## src/rtl/aurora_hdu_pkg.sv

```systemverilog
// Shared defaults and elaboration helpers for the hazard-detection scoreboard.
package aurora_hdu_pkg;

    localparam int REG_AW_D   = 3;
    localparam int LAT_ALU_D  = 2;
    localparam int LAT_LOAD_D = 3;
    localparam int FWD_DIST_D = 0;
    localparam int STALL_CW_D = 16;

    function automatic int clog2(input int v);
        int r;
        r = 0;
        while ((1 << r) < v) r++;
        return (r < 1) ? 1 : r;
    endfunction

    function automatic int max2(input int a, input int b);
        return (a > b) ? a : b;
    endfunction

endpackage

```

## src/rtl/hdu_sb_entry.sv

```systemverilog
// One register's pending-write down-counter; a set loads the larger of the
// decremented count and the new latency so a WAW never shortens the wait.
module hdu_sb_entry #(
    parameter int CNT_W = 2
) (
    input  logic             clk,
    input  logic             rst_n,
    input  logic             set,
    input  logic [CNT_W-1:0] lat,
    output logic [CNT_W-1:0] cnt
);

    logic [CNT_W-1:0] dec;

    assign dec = (cnt != '0) ? cnt - CNT_W'(1) : '0;

    always_ff @(posedge clk) begin
        if (!rst_n)
            cnt <= '0;
        else if (set)
            cnt <= (dec > lat) ? dec : lat;
        else
            cnt <= dec;
    end

endmodule

```

## src/rtl/hazard_scoreboard.sv

```systemverilog
// Register scoreboard: stalls ID while a source register still has a write in
// flight beyond the forwarding window, and tracks the stall-cycle count.
module hazard_scoreboard
    import aurora_hdu_pkg::*;
#(
    parameter int REG_AW   = REG_AW_D,
    parameter int LAT_ALU  = LAT_ALU_D,
    parameter int LAT_LOAD = LAT_LOAD_D,
    parameter int FWD_DIST = FWD_DIST_D,
    parameter int STALL_CW = STALL_CW_D
) (
    input  logic                clk_i,
    input  logic                rst_n_i,
    input  logic                id_valid_i,
    input  logic [REG_AW-1:0]   id_rs1_i,
    input  logic [REG_AW-1:0]   id_rs2_i,
    input  logic                id_rs1_used_i,
    input  logic                id_rs2_used_i,
    input  logic [REG_AW-1:0]   id_rd_i,
    input  logic                id_reg_write_i,
    input  logic                id_load_i,
    input  logic                flush_i,
    output logic                stall_o,
    output logic                issue_o,
    output logic                busy_o,
    output logic [STALL_CW-1:0] stall_cnt_o
);

    localparam int NREGS = 2 ** REG_AW;
    localparam int CNT_W = clog2(max2(LAT_ALU, LAT_LOAD) + 1);

    logic [NREGS-1:0][CNT_W-1:0] pend;
    logic [NREGS-1:0]            set_vec;
    logic [CNT_W-1:0]            lat_sel;
    logic                        rs1_haz, rs2_haz;

    // Hazard check reads the registered counters, so an instruction whose rd
    // equals its own rs never sees its own set.
    assign rs1_haz = id_rs1_used_i && (id_rs1_i != '0) && (int'(pend[id_rs1_i]) > FWD_DIST);
    assign rs2_haz = id_rs2_used_i && (id_rs2_i != '0) && (int'(pend[id_rs2_i]) > FWD_DIST);

    assign stall_o = id_valid_i && !flush_i && (rs1_haz || rs2_haz);
    assign issue_o = id_valid_i && !flush_i && !stall_o;
    assign busy_o  = |pend;
    assign lat_sel = id_load_i ? CNT_W'(LAT_LOAD) : CNT_W'(LAT_ALU);

    always_comb begin
        set_vec = '0;
        if (issue_o && id_reg_write_i && (id_rd_i != '0))
            set_vec[id_rd_i] = 1'b1;
    end

    for (genvar g = 0; g < NREGS; g++) begin : g_ent
        hdu_sb_entry #(.CNT_W(CNT_W)) u_ent (
            .clk   (clk_i),
            .rst_n (rst_n_i),
            .set   (set_vec[g]),
            .lat   (lat_sel),
            .cnt   (pend[g])
        );
    end

    always_ff @(posedge clk_i) begin
        if (!rst_n_i)
            stall_cnt_o <= '0;
        else if (stall_o && (stall_cnt_o != '1))
            stall_cnt_o <= stall_cnt_o + STALL_CW'(1);
    end

endmodule
```

## config.mk

```make
export PLATFORM = sky130hd
export DESIGN_NAME = hazard_scoreboard
export DESIGN_NICKNAME = d
export VERILOG_FILES = /design/src/rtl/aurora_hdu_pkg.sv /design/src/rtl/hdu_sb_entry.sv /design/src/rtl/hazard_scoreboard.sv
export SDC_FILE = /design/constraint.sdc
export NUM_CORES = 1
export LEC_CHECK = 0
export BUFFER_PORTS_ARGS = -buffer_cell sky130_fd_sc_hd__buf_2
export CAP_MARGIN = 20
export CORE_ASPECT_RATIO = 1.2
export CORE_MARGIN = 2
export CORE_UTILIZATION = 40
export DETAILED_ROUTE_END_ITERATION = 12
export HOLD_SLACK_MARGIN = 0.1
export PLACE_DENSITY_LB_ADDON = 0.25
export REMOVE_ABC_BUFFERS = 1
export SLEW_MARGIN = 10
export SYNTH_ARGS = -nofsm -noshare
export SYNTH_HDL_FRONTEND = slang
export SYNTH_HIERARCHICAL = 1
export SYNTH_SLANG_ARGS = --single-unit
```

## constraint.sdc

```tcl
create_clock -name clk_i -period 5 [get_ports clk_i]
set_input_delay 0.25 -clock clk_i [delete_from_list [all_inputs] [get_ports clk_i]]
set_output_delay 0.25 -clock clk_i [all_outputs]
set_load 0.01 [all_outputs]
```

# Word level (Yosys, flattened, before mapping)
# Cells that the tools add are included.
[word_totals]
reg_bits = 32
inputBits = 17
output_inout_bits = 19
elab_cells = 91
[op_classes]
add_sub_neg = 9
n_lt_le_gt_ge = 14
n_eq_ne = 1
muxes = 32
n_reduce_logical = 26
[op_table]
columns = ["op", "count"]
rows = [
  ["2-bit two-way mux", 26],
  ["16-bit by 1-bit adder with 16-bit output, second input constant", 1],
  ["2-bit greater-than comparator", 8],
  ["16-bit inequality test, second input constant", 1],
  ["2-bit nonzero test", 8],
  ["16-bit OR reduction", 1],
  ["2-bit by 1-bit subtractor with 2-bit output, second input constant", 8],
  ["2-bit binary-select mux with 3-bit select", 2],
  ["3-bit by 4-bit < comparator with 1-bit output, second input constant", 3],
  ["1-bit logical AND", 11],
  ["3-bit nonzero test", 3],
  ["8-bit two-way mux", 1],
  ["2-bit by 1-bit greater-than comparator with 1-bit output, second input constant", 2],
  ["1-bit demux with 3-bit select", 1],
  ["3-bit by 1-bit >= comparator with 1-bit output, second input constant", 1],
  ["1-bit logical NOT", 2],
  ["1-bit two-way mux", 2],
  ["1-bit logical OR", 1],
]

# Longest topological paths before layout
# Gate-level depths: netlist of the first run.
[depth]
ltp_word = 12
ltp_mapped = 9
ltp_nobuf = 8

# Modules after synthesis
# The synthesis of the first run kept the hierarchy.
[by_module_without_submodules]
columns = ["module", "instances", "cells_per_inst", "area_each_um2", "seq_area_each_um2"]
rows = [
  ["hdu_sb_entry", 8, 17, 157.7, 40.0],
  ["hazard_scoreboard", 1, 145, 1137.3, 320.3],
]

# Worst setup path after synthesis of the first run
# Ideal clock, no wire load.
[synth_path]
path_kind = "flip-flop to flip-flop"
from = "register g_ent[5].u_ent.cnt[0]"
to = "register g_ent[1].u_ent.cnt[1]"
setup_time_ns = 0.059
arrival_time_ns = 2.223
t_required_ns = 4.941
slack_ns = 2.719
stages_incl_launch_ff = 10
path_buffers = 1
period_less_slack_ns = 2.281
path_cell_list = "dfxtp_1 > o21ai_0 > o21ai_0 > a211o_1 > a32oi_2 > buf_2 > nand2_1 > nor4_1 > mux2i_1 > and2_1"
[synth_via]
elab_chain_len = 12
word_cells_on_any_way = 16
cone_classes = "order compare (2); mux (6); reduce/logical (8)"
[synth_lines]
columns = ["item", "line_no", "source"]
rows = [
  ["start, declared", "hdu_sb_entry.sv:10", "output logic [CNT_W-1:0] cnt"],
  ["start signal, assigned", "hdu_sb_entry.sv:21", "cnt <= (dec > lat) ? dec : lat;"],
  ["2-bit binary-select mux with 3-bit select, on equally long branches", "hazard_scoreboard.sv:39, hazard_scoreboard.sv:40", ""],
  ["2-bit two-way mux, on equally long branches", "hazard_scoreboard.sv:39, hazard_scoreboard.sv:40", ""],
  ["2-bit by 1-bit greater-than comparator with 1-bit output, on equally long branches", "hazard_scoreboard.sv:39, hazard_scoreboard.sv:40", ""],
  ["1-bit logical AND, on equally long branches", "hazard_scoreboard.sv:39, hazard_scoreboard.sv:40", ""],
  ["1-bit logical OR (*)", "hazard_scoreboard.sv:42", "assign stall_o = id_valid_i && !flush_i && (rs1_haz || rs2_haz);"],
  ["1-bit logical AND (*)", "hazard_scoreboard.sv:42", ""],
  ["1-bit logical NOT (*)", "hazard_scoreboard.sv:43", "assign issue_o = id_valid_i && !flush_i && !stall_o;"],
  ["1-bit logical AND (*)", "hazard_scoreboard.sv:43", ""],
  ["1-bit logical AND (*) (2 in a row)", "hazard_scoreboard.sv:49", "if (issue_o && id_reg_write_i && (id_rd_i != '0))"],
  ["8-bit two-way mux (*)", "hazard_scoreboard.sv:49", ""],
  ["named net set_vec[1]", "hazard_scoreboard.sv:33", "logic [NREGS-1:0] set_vec;"],
  ["2-bit two-way mux (*)", "hdu_sb_entry.sv:20", "else if (set)"],
  ["end signal, assigned", "hdu_sb_entry.sv:21", ""],
  ["end, declared", "hdu_sb_entry.sv:10", ""],
]
# The timed path passes the listed nets; every way through them passes the cells marked *. The select of a mux whose other input is x is not followed.
# A chain may end at the register's enable or synchronous reset.

# Final worst setup path of the first run
[layout_path]
from = "register g_ent[1].u_ent.cnt[0]"
to = "register g_ent[1].u_ent.cnt[1]"
[layout_via]
elab_chain_len = 12
word_cells_on_any_way = 21
cone_classes = "add/sub (1); order compare (3); mux (8); reduce/logical (9)"
[layout_lines]
columns = ["item", "line_no"]
rows = [
  ["2-bit binary-select mux with 3-bit select, on equally long branches", "hazard_scoreboard.sv:39, hazard_scoreboard.sv:40"],
  ["2-bit two-way mux, on equally long branches", "hazard_scoreboard.sv:39, hazard_scoreboard.sv:40"],
  ["2-bit by 1-bit greater-than comparator with 1-bit output, on equally long branches", "hazard_scoreboard.sv:39, hazard_scoreboard.sv:40"],
  ["1-bit logical AND, on equally long branches", "hazard_scoreboard.sv:39, hazard_scoreboard.sv:40"],
  ["1-bit logical OR (*)", "hazard_scoreboard.sv:42"],
  ["1-bit logical AND (*)", "hazard_scoreboard.sv:42"],
  ["1-bit logical NOT (*)", "hazard_scoreboard.sv:43"],
  ["1-bit logical AND (*)", "hazard_scoreboard.sv:43"],
  ["1-bit logical AND (*) (2 in a row)", "hazard_scoreboard.sv:49"],
  ["8-bit two-way mux (*)", "hazard_scoreboard.sv:49"],
  ["named net set_vec[1]", "hazard_scoreboard.sv:33"],
  ["2-bit two-way mux (*)", "hdu_sb_entry.sv:20"],
]
# Marks and branches as above.

==> results of run 1 <==
[power by group through the flow]
stage	Clock (mW)	Sequential, mW	Combinational (mW)
floorplan	0	0.264	0.0388
global placement	0	0.264	0.0633
detailed placement	0	0.264	0.0643
CTS	0.219	0.258	0.0646
global route	0.232	0.258	0.0746
finish	0.214	0.258	0.0648
[flip-flops by register name, indices dropped and copies added (netlist names)]
name	flops
g_ent.u_ent/cnt	16
stall_cnt_o	16
[logic make-up (layout without fill, tap and decap cells)]
group	after synthesis	in the layout	share of synthesized area, %
other	2	10	0.313
muxes	25	25	11.5
adders and majority gates	25	25	13.0
and+or+nand+nor	133	133	31.7
AOI/OAI and AO/OA	41	41	13.0
buffers and inverters	23	62	3.70
DFF	32	32	26.7
[layer usage]
metal	vias to the layer above	GRT usage (%)	share of wire, %
met3	6	3.87	4.5
li1	1091	-	-
met4	0	5.36	1.0
met5	-	0	0
met1	953	20.2	47
met2	47	28.2	47
[how the worst max path moves through the flow]
| stage | startpoint | to | slack, ns | cells after the start |
|---|---|---|---|---|
| after global routing | g_ent[4].u_ent/cnt[1] | g_ent[1].u_ent/cnt[1] | 1.67 | 8 |
| after CTS | g_ent[5].u_ent/cnt[0] | g_ent[1].u_ent/cnt[1] | 1.95 | 8 |
| final | g_ent[1].u_ent/cnt[0] | g_ent[1].u_ent/cnt[1] | 1.93 | 8 |
| after detailed placement | g_ent[5].u_ent/cnt[0] | g_ent[1].u_ent/cnt[1] | 2.00 | 8 |
| after floorplan | g_ent[5].u_ent/cnt[0] | g_ent[1].u_ent/cnt[1] | 2.46 | 8 |
| after global placement | g_ent[1].u_ent/cnt[0] | g_ent[1].u_ent/cnt[1] | 2.07 | 8 |
[layout make-up]
cell class              instances  area [um2]
multi-input cells             234        1700
clock inverters                 1        7.51
well taps                      80         100
repair buffers                 35         175
clock buffers                   7        86.3
fillers                       587        2960
inverters                      19        71.3
flip-flops and latches         32         641
[cell usage after synthesis (all sizes together)]
master,instances
a211o,1
a21oi,8
a221oi,1
a32oi,1
and2,10
and3,1
and4,4
buf,2
clkbuf,2
clkinv,1
conb,2
dfxtp,32
ha,25
inv,18
mux2i,23
mux4,2
nand2,33
nand2b,17
nand3,10
nand3b,9
nand4,3
nor2,10
nor2b,9
nor3,8
nor3b,3
nor4,4
nor4b,1
o211ai,1
o21ai,15
o21ba,8
o31a,1
o31ai,5
or3,3
or3b,1
or4,7
[worst min-delay path, delay by kind of cell]
family | cells | cell delay [ns]
mux | 1 | 0.06
simple gates | 1 | 0.07
buf+inv | 1 | 0.11
compound gates | 1 | 0.06
==> reports/metrics.cfg, run 1 <==
[grt]
antenna_found_initial = 0
grt_pass1_vias = 1890
grt_pass1_wl_um = 8470
grtUsageTotal_pct = 16.5
grt_start_max_net_pins = 40
grt_remaining_overflow = 0

[worst_hold_path]
hold_end = g_ent[2].u_ent/cnt[0]
hold_path_depth = 4
hold_path.startpoint = id_rd_i[0]
hp-class = input pin to flop

[worst_setup_path]
crit_fanout = 27
crit_type = flop to flop
critPathMaxStageDelay_ns = 0.94
cp_top_family = compound AO/OA/AOI/OAI gates
r2r-end = g_ent[1].u_ent/cnt[1]
reg2regPathDepth = 8
worstPathArrival_ns = 3.30
timing.rr.start = g_ent[1].u_ent/cnt[0]
crit_buf_inv = 0
critical_path.slowest_cell = a32oi_2
cp-end-kind = flop
ff2ff_setup_slack_ns = 1.93
start_kind = flop
worst_ep_required_time_ns = 5.23
worstPathCellList = nor2_1 -> o21ai_0 -> a211o_1 -> a32oi_2 -> nand2_1 -> nor4_1 -> mux2i_1 -> and2_1

[clock_tree]
post-cts-setup-buffers = 0
numClockSinks = 32
numCtsBuffers = 5
htreeDepth = 2
clk_latency_ns = 0.29
path_clk_slew_ns = 0.07
cts-hold-fix-buffers = 0
cts_buffer_depth = 2
postCtsResizedCells = 0
root_buffer = clkbuf_8
cts_tree = done

[timing]
hold_slack_ns = 0.310
drv_slew = 0
slew_headroom_pct = 21.2
setup_viol = 0
tns_ns = 0
fin_ws_ns = 1.93
worst_slew_pin_slew_ns = 1.18
hold_viol = 0
rsz0062_at_grt = false
finalCritPeriodShare_pct = 61.4
period_minus_slack_ns = 3.07
max_clock_freq_ghz = 0.326
skew_ns = 0.0133

[job]
cap_violations = 0

[finish]
finalNonFillerCells = 408
syn_to_final_growth_pct = 15.9
fin_util_pct = 48.4
antenna_cells = 0
layout_common_cells = buf_2 (35), nand2_1 (33), dfxtp_1 (32), ha_1 (25), mux2i_1 (23)
drive_gt1_share_pct = 17.4
final_common_cell = buf_2
final_area_um2 = 2780
fin_nets = 369

[synthesis]
syn_avg_cell_area_um2 = 8.54
synth_top_area_share_pct = 26.7
yosysSeqAreaShare_pct = 26.7
ys_ff_latch = 32
synth_cell_types = 40
ys.warnings.count = 6
netlist_area_um2 = 2400
synth.area.top_cells = dfxtp_1 (27%), ha_1 (13%), mux2i_1 (9.6%), nand2_1 (5.2%), nand2b_1 (4.4%)
syn_inst = 281
yosys.area.top_type = dfxtp_1

[drt]
drtPass1Iterations = 4
wire_per_inst_um = 12.1
drtIter0Drc = 72
vias = 2097
drc = 0
antenna_left = 0
wl_um = 4950
via_per_inst = 5.14

[power]
clock_power_share_pct = 39.9
power_switching_mw = 0.144
ir_drop_mv = 0.154
fin_total_pwr_mw = 0.537
p_seq_share_pct = 48.0
p_int_mw = 0.393
p_leak_nw = 1.26
swShare_pct = 26.8
powerDensity_nw_per_um2 = 193
p_comb_share_pct = 12.1

[placement]
dp_hpwl_um = 3770
dp_cells = 400
placed_cell_area_um2 = 2690
place_ws_ns = 2.00
place.gp.congestion = 0.851
port_buffers = 35

[run_status]
run_status = complete, no violations

[floorplanning]
num_rows = 30
dieArea_um2 = 6630
coreArea_um2 = 5740
dieWidth_um = 74.7
die_y_um = 88.8
start_util_pct = 41.8
ios = 36

Note: power is estimated with default switching activity, not from simulation.
==> run 2, diff against run 1 <==
- clock period: 5 -> 2.9 ns (I/O delays scaled with it)
==> run 2 against run 1 <==
Final area increased by 2.0%. Clock power increased by 130%. Largest cell class unchanged. Critical path type unchanged. Global-route usage increased by 0.62 points. Total power increased by 94%.
==> reports/metrics.cfg, run 2 (synthesis gave the netlist of run 1 again) <==
[run_status]
run_status = complete, no violations

[placement]
port_buffers = 35  ; unchanged
place.gp.congestion = 0.797  ; -6.3%
dp_cells = 403  ; +0.75%
place_ws_ns = 0.618  ; -1.38 ns
dp_hpwl_um = 3840  ; +2.1%

[power]
p_leak_nw = 1.29  ; +2.7%
fin_total_pwr_mw = 1.04  ; +94%
powerDensity_nw_per_um2 = 368  ; +90%
ir_drop_mv = 0.229  ; +49%

[finish]
antenna_cells = 0  ; unchanged
fin_nets = 372  ; +0.81%
largestRegisters = g_ent.u_ent/cnt: 16 flops, stall_cnt_o: 16 flops
syn_to_final_growth_pct = 18.2
final_common_cell = buf_2
finalNonFillerCells = 411  ; +0.74%
nFillCells = 585  ; -0.34%
layout_common_cells = buf_2 (35), nand2_1 (33), dfxtp_1 (32), ha_1 (25), mux2i_1 (23)
drive_gt1_share_pct = 18.4  ; +1.1 points

[grt]
grt_pass1_wl_um = 8830  ; +4.2%
grt_pass1_vias = 1992  ; +5.4%
grt_remaining_overflow = 0  ; unchanged
grt_start_max_net_pins = 39  ; -2.5%
grtUsageTotal_pct = 17.1  ; +0.62 points
antenna_found_initial = 0  ; unchanged

[drt]
antenna_left = 0  ; unchanged
via_per_inst = 5.07  ; -1.4%
drc = 0  ; unchanged
vias = 2083  ; -0.67%
drtPass1Iterations = 4  ; unchanged
wl_um = 5000  ; +0.91%
drtIter0Drc = 86  ; +19%
wire_per_inst_um = 12.2  ; +0.17%

[job]
cap_violations = 0  ; unchanged

[clock_tree]
path_clk_slew_ns = 0.07  ; about the same
root_buffer = clkbuf_8
clk_latency_ns = 0.29  ; about the same
htreeDepth = 2  ; unchanged
postCtsResizedCells = 0  ; unchanged
cts_tree = done
cts-hold-fix-buffers = 0  ; unchanged
cts_buffer_depth = 2  ; unchanged
numClockSinks = 32  ; unchanged
post-cts-setup-buffers = 0  ; unchanged
numCtsBuffers = 5  ; unchanged

[timing]
worst_slew_pin_slew_ns = 0.597  ; -0.585 ns
hold_viol = 0  ; unchanged
period_minus_slack_ns = 2.33  ; -0.741 ns
skew_ns = 0.00430  ; -0.00904 ns
slew_headroom_pct = 59.8  ; +39 points
fin_ws_ns = 0.572  ; -1.36 ns
rsz0062_at_grt = false
tns_ns = 0  ; unchanged
setup_viol = 0  ; unchanged
hold_slack_ns = 0.218  ; -0.0921 ns
finalCritPeriodShare_pct = 80.3  ; +19 points
max_clock_freq_ghz = 0.430  ; +32%
drv_slew = 0  ; unchanged

[floorplanning]
ios = 36  ; unchanged
coreArea_um2 = 5740  ; unchanged
dieArea_um2 = 6630  ; unchanged
start_util_pct = 41.8  ; unchanged
dieWidth_um = 74.7  ; unchanged
die_y_um = 88.8  ; unchanged
num_rows = 30  ; unchanged

[worst_setup_path]
worst_ep_required_time_ns = 3.14  ; -2.09 ns
cp-end-kind = flop
r2r-end = g_ent[1].u_ent/cnt[1]
worstPathArrival_ns = 2.57  ; -0.73 ns
crit_fanout = 4  ; -85%
start_kind = flop
reg2regPathDepth = 8  ; unchanged
crit_type = flop to flop
timing.rr.start = g_ent[1].u_ent/cnt[1]
ff2ff_setup_slack_ns = 0.57  ; -1.36 ns

[worst_hold_path]
hp-class = input pin to flop
hold_end = g_ent[2].u_ent/cnt[0]
hold_path_depth = 4  ; unchanged
hold_path.startpoint = id_rd_i[0]

[run 2: cell types whose count changed in the layout (fill, tap and decap cells not counted), sizes merged]
cell / change
bufinv: +1
clkinvlp: -1
buf: +3
[run 2: power breakdown]
group | switching (mW) | total [mW] | internal, mW
registers | 0.00302 | 0.445 | 0.442
logic | 0.0690 | 0.115 | 0.0462
clock network | 0.179 | 0.483 | 0.303
[run 2: worst max path at each step]
stage	start	slack (ns)	end
2_1_floorplan	g_ent[5].u_ent/cnt[0]	0.36	g_ent[1].u_ent/cnt[1]
6_report	g_ent[1].u_ent/cnt[1]	0.57	g_ent[1].u_ent/cnt[1]
3_5_place_dp	g_ent[1].u_ent/cnt[0]	0.62	g_ent[1].u_ent/cnt[1]
5_1_grt	g_ent[5].u_ent/cnt[0]	0.31	g_ent[1].u_ent/cnt[1]
4_1_cts	g_ent[1].u_ent/cnt[1]	0.60	g_ent[1].u_ent/cnt[1]
3_3_place_gp	g_ent[7].u_ent/cnt[1]	0.70	stall_cnt_o[12]
[run 2: metal layers]
metal | up-vias | share of wire, % | track usage [%]
li1 | 1088 | - | -
met1 | 951 | 45 | 20.9
met2 | 38 | 50 | 28.8
met3 | 6 | 4.4 | 4.78
met4 | 0 | 1.2 | 5.52
met5 | - | 0 | 0
[run 2: stage by stage]
stage / utilization (%) / cell area [um2]
after floorplan: - / 2410
after global placement: 47.2 / 2710
after detailed placement: 47.2 / 2710
after CTS: 49.4 / 2840
after global routing: 49.4 / 2840
final: 49.4 / 2840
[run 2: layout make-up]
cell class	count	area, um2	area share (%)
well taps	80	100	3.53
repair buffers	38	198	6.97
inverters	19	71.3	2.52
clock inverters	1	30.0	1.06
multi-input cells	234	1700	59.9
clock buffers	7	96.3	3.40
flip-flops and latches	32	641	22.6
[run 2: critical path, cell delays in order (launching register included)]
cell and delay [ns]:
dfxtp_1 0.34, nor2_1 0.18, o21ai_0 0.10, a211o_1 0.30, a32oi_2 0.30, nand2_1 0.16
nor4_1 0.55, mux2i_1 0.23, and2_1 0.12
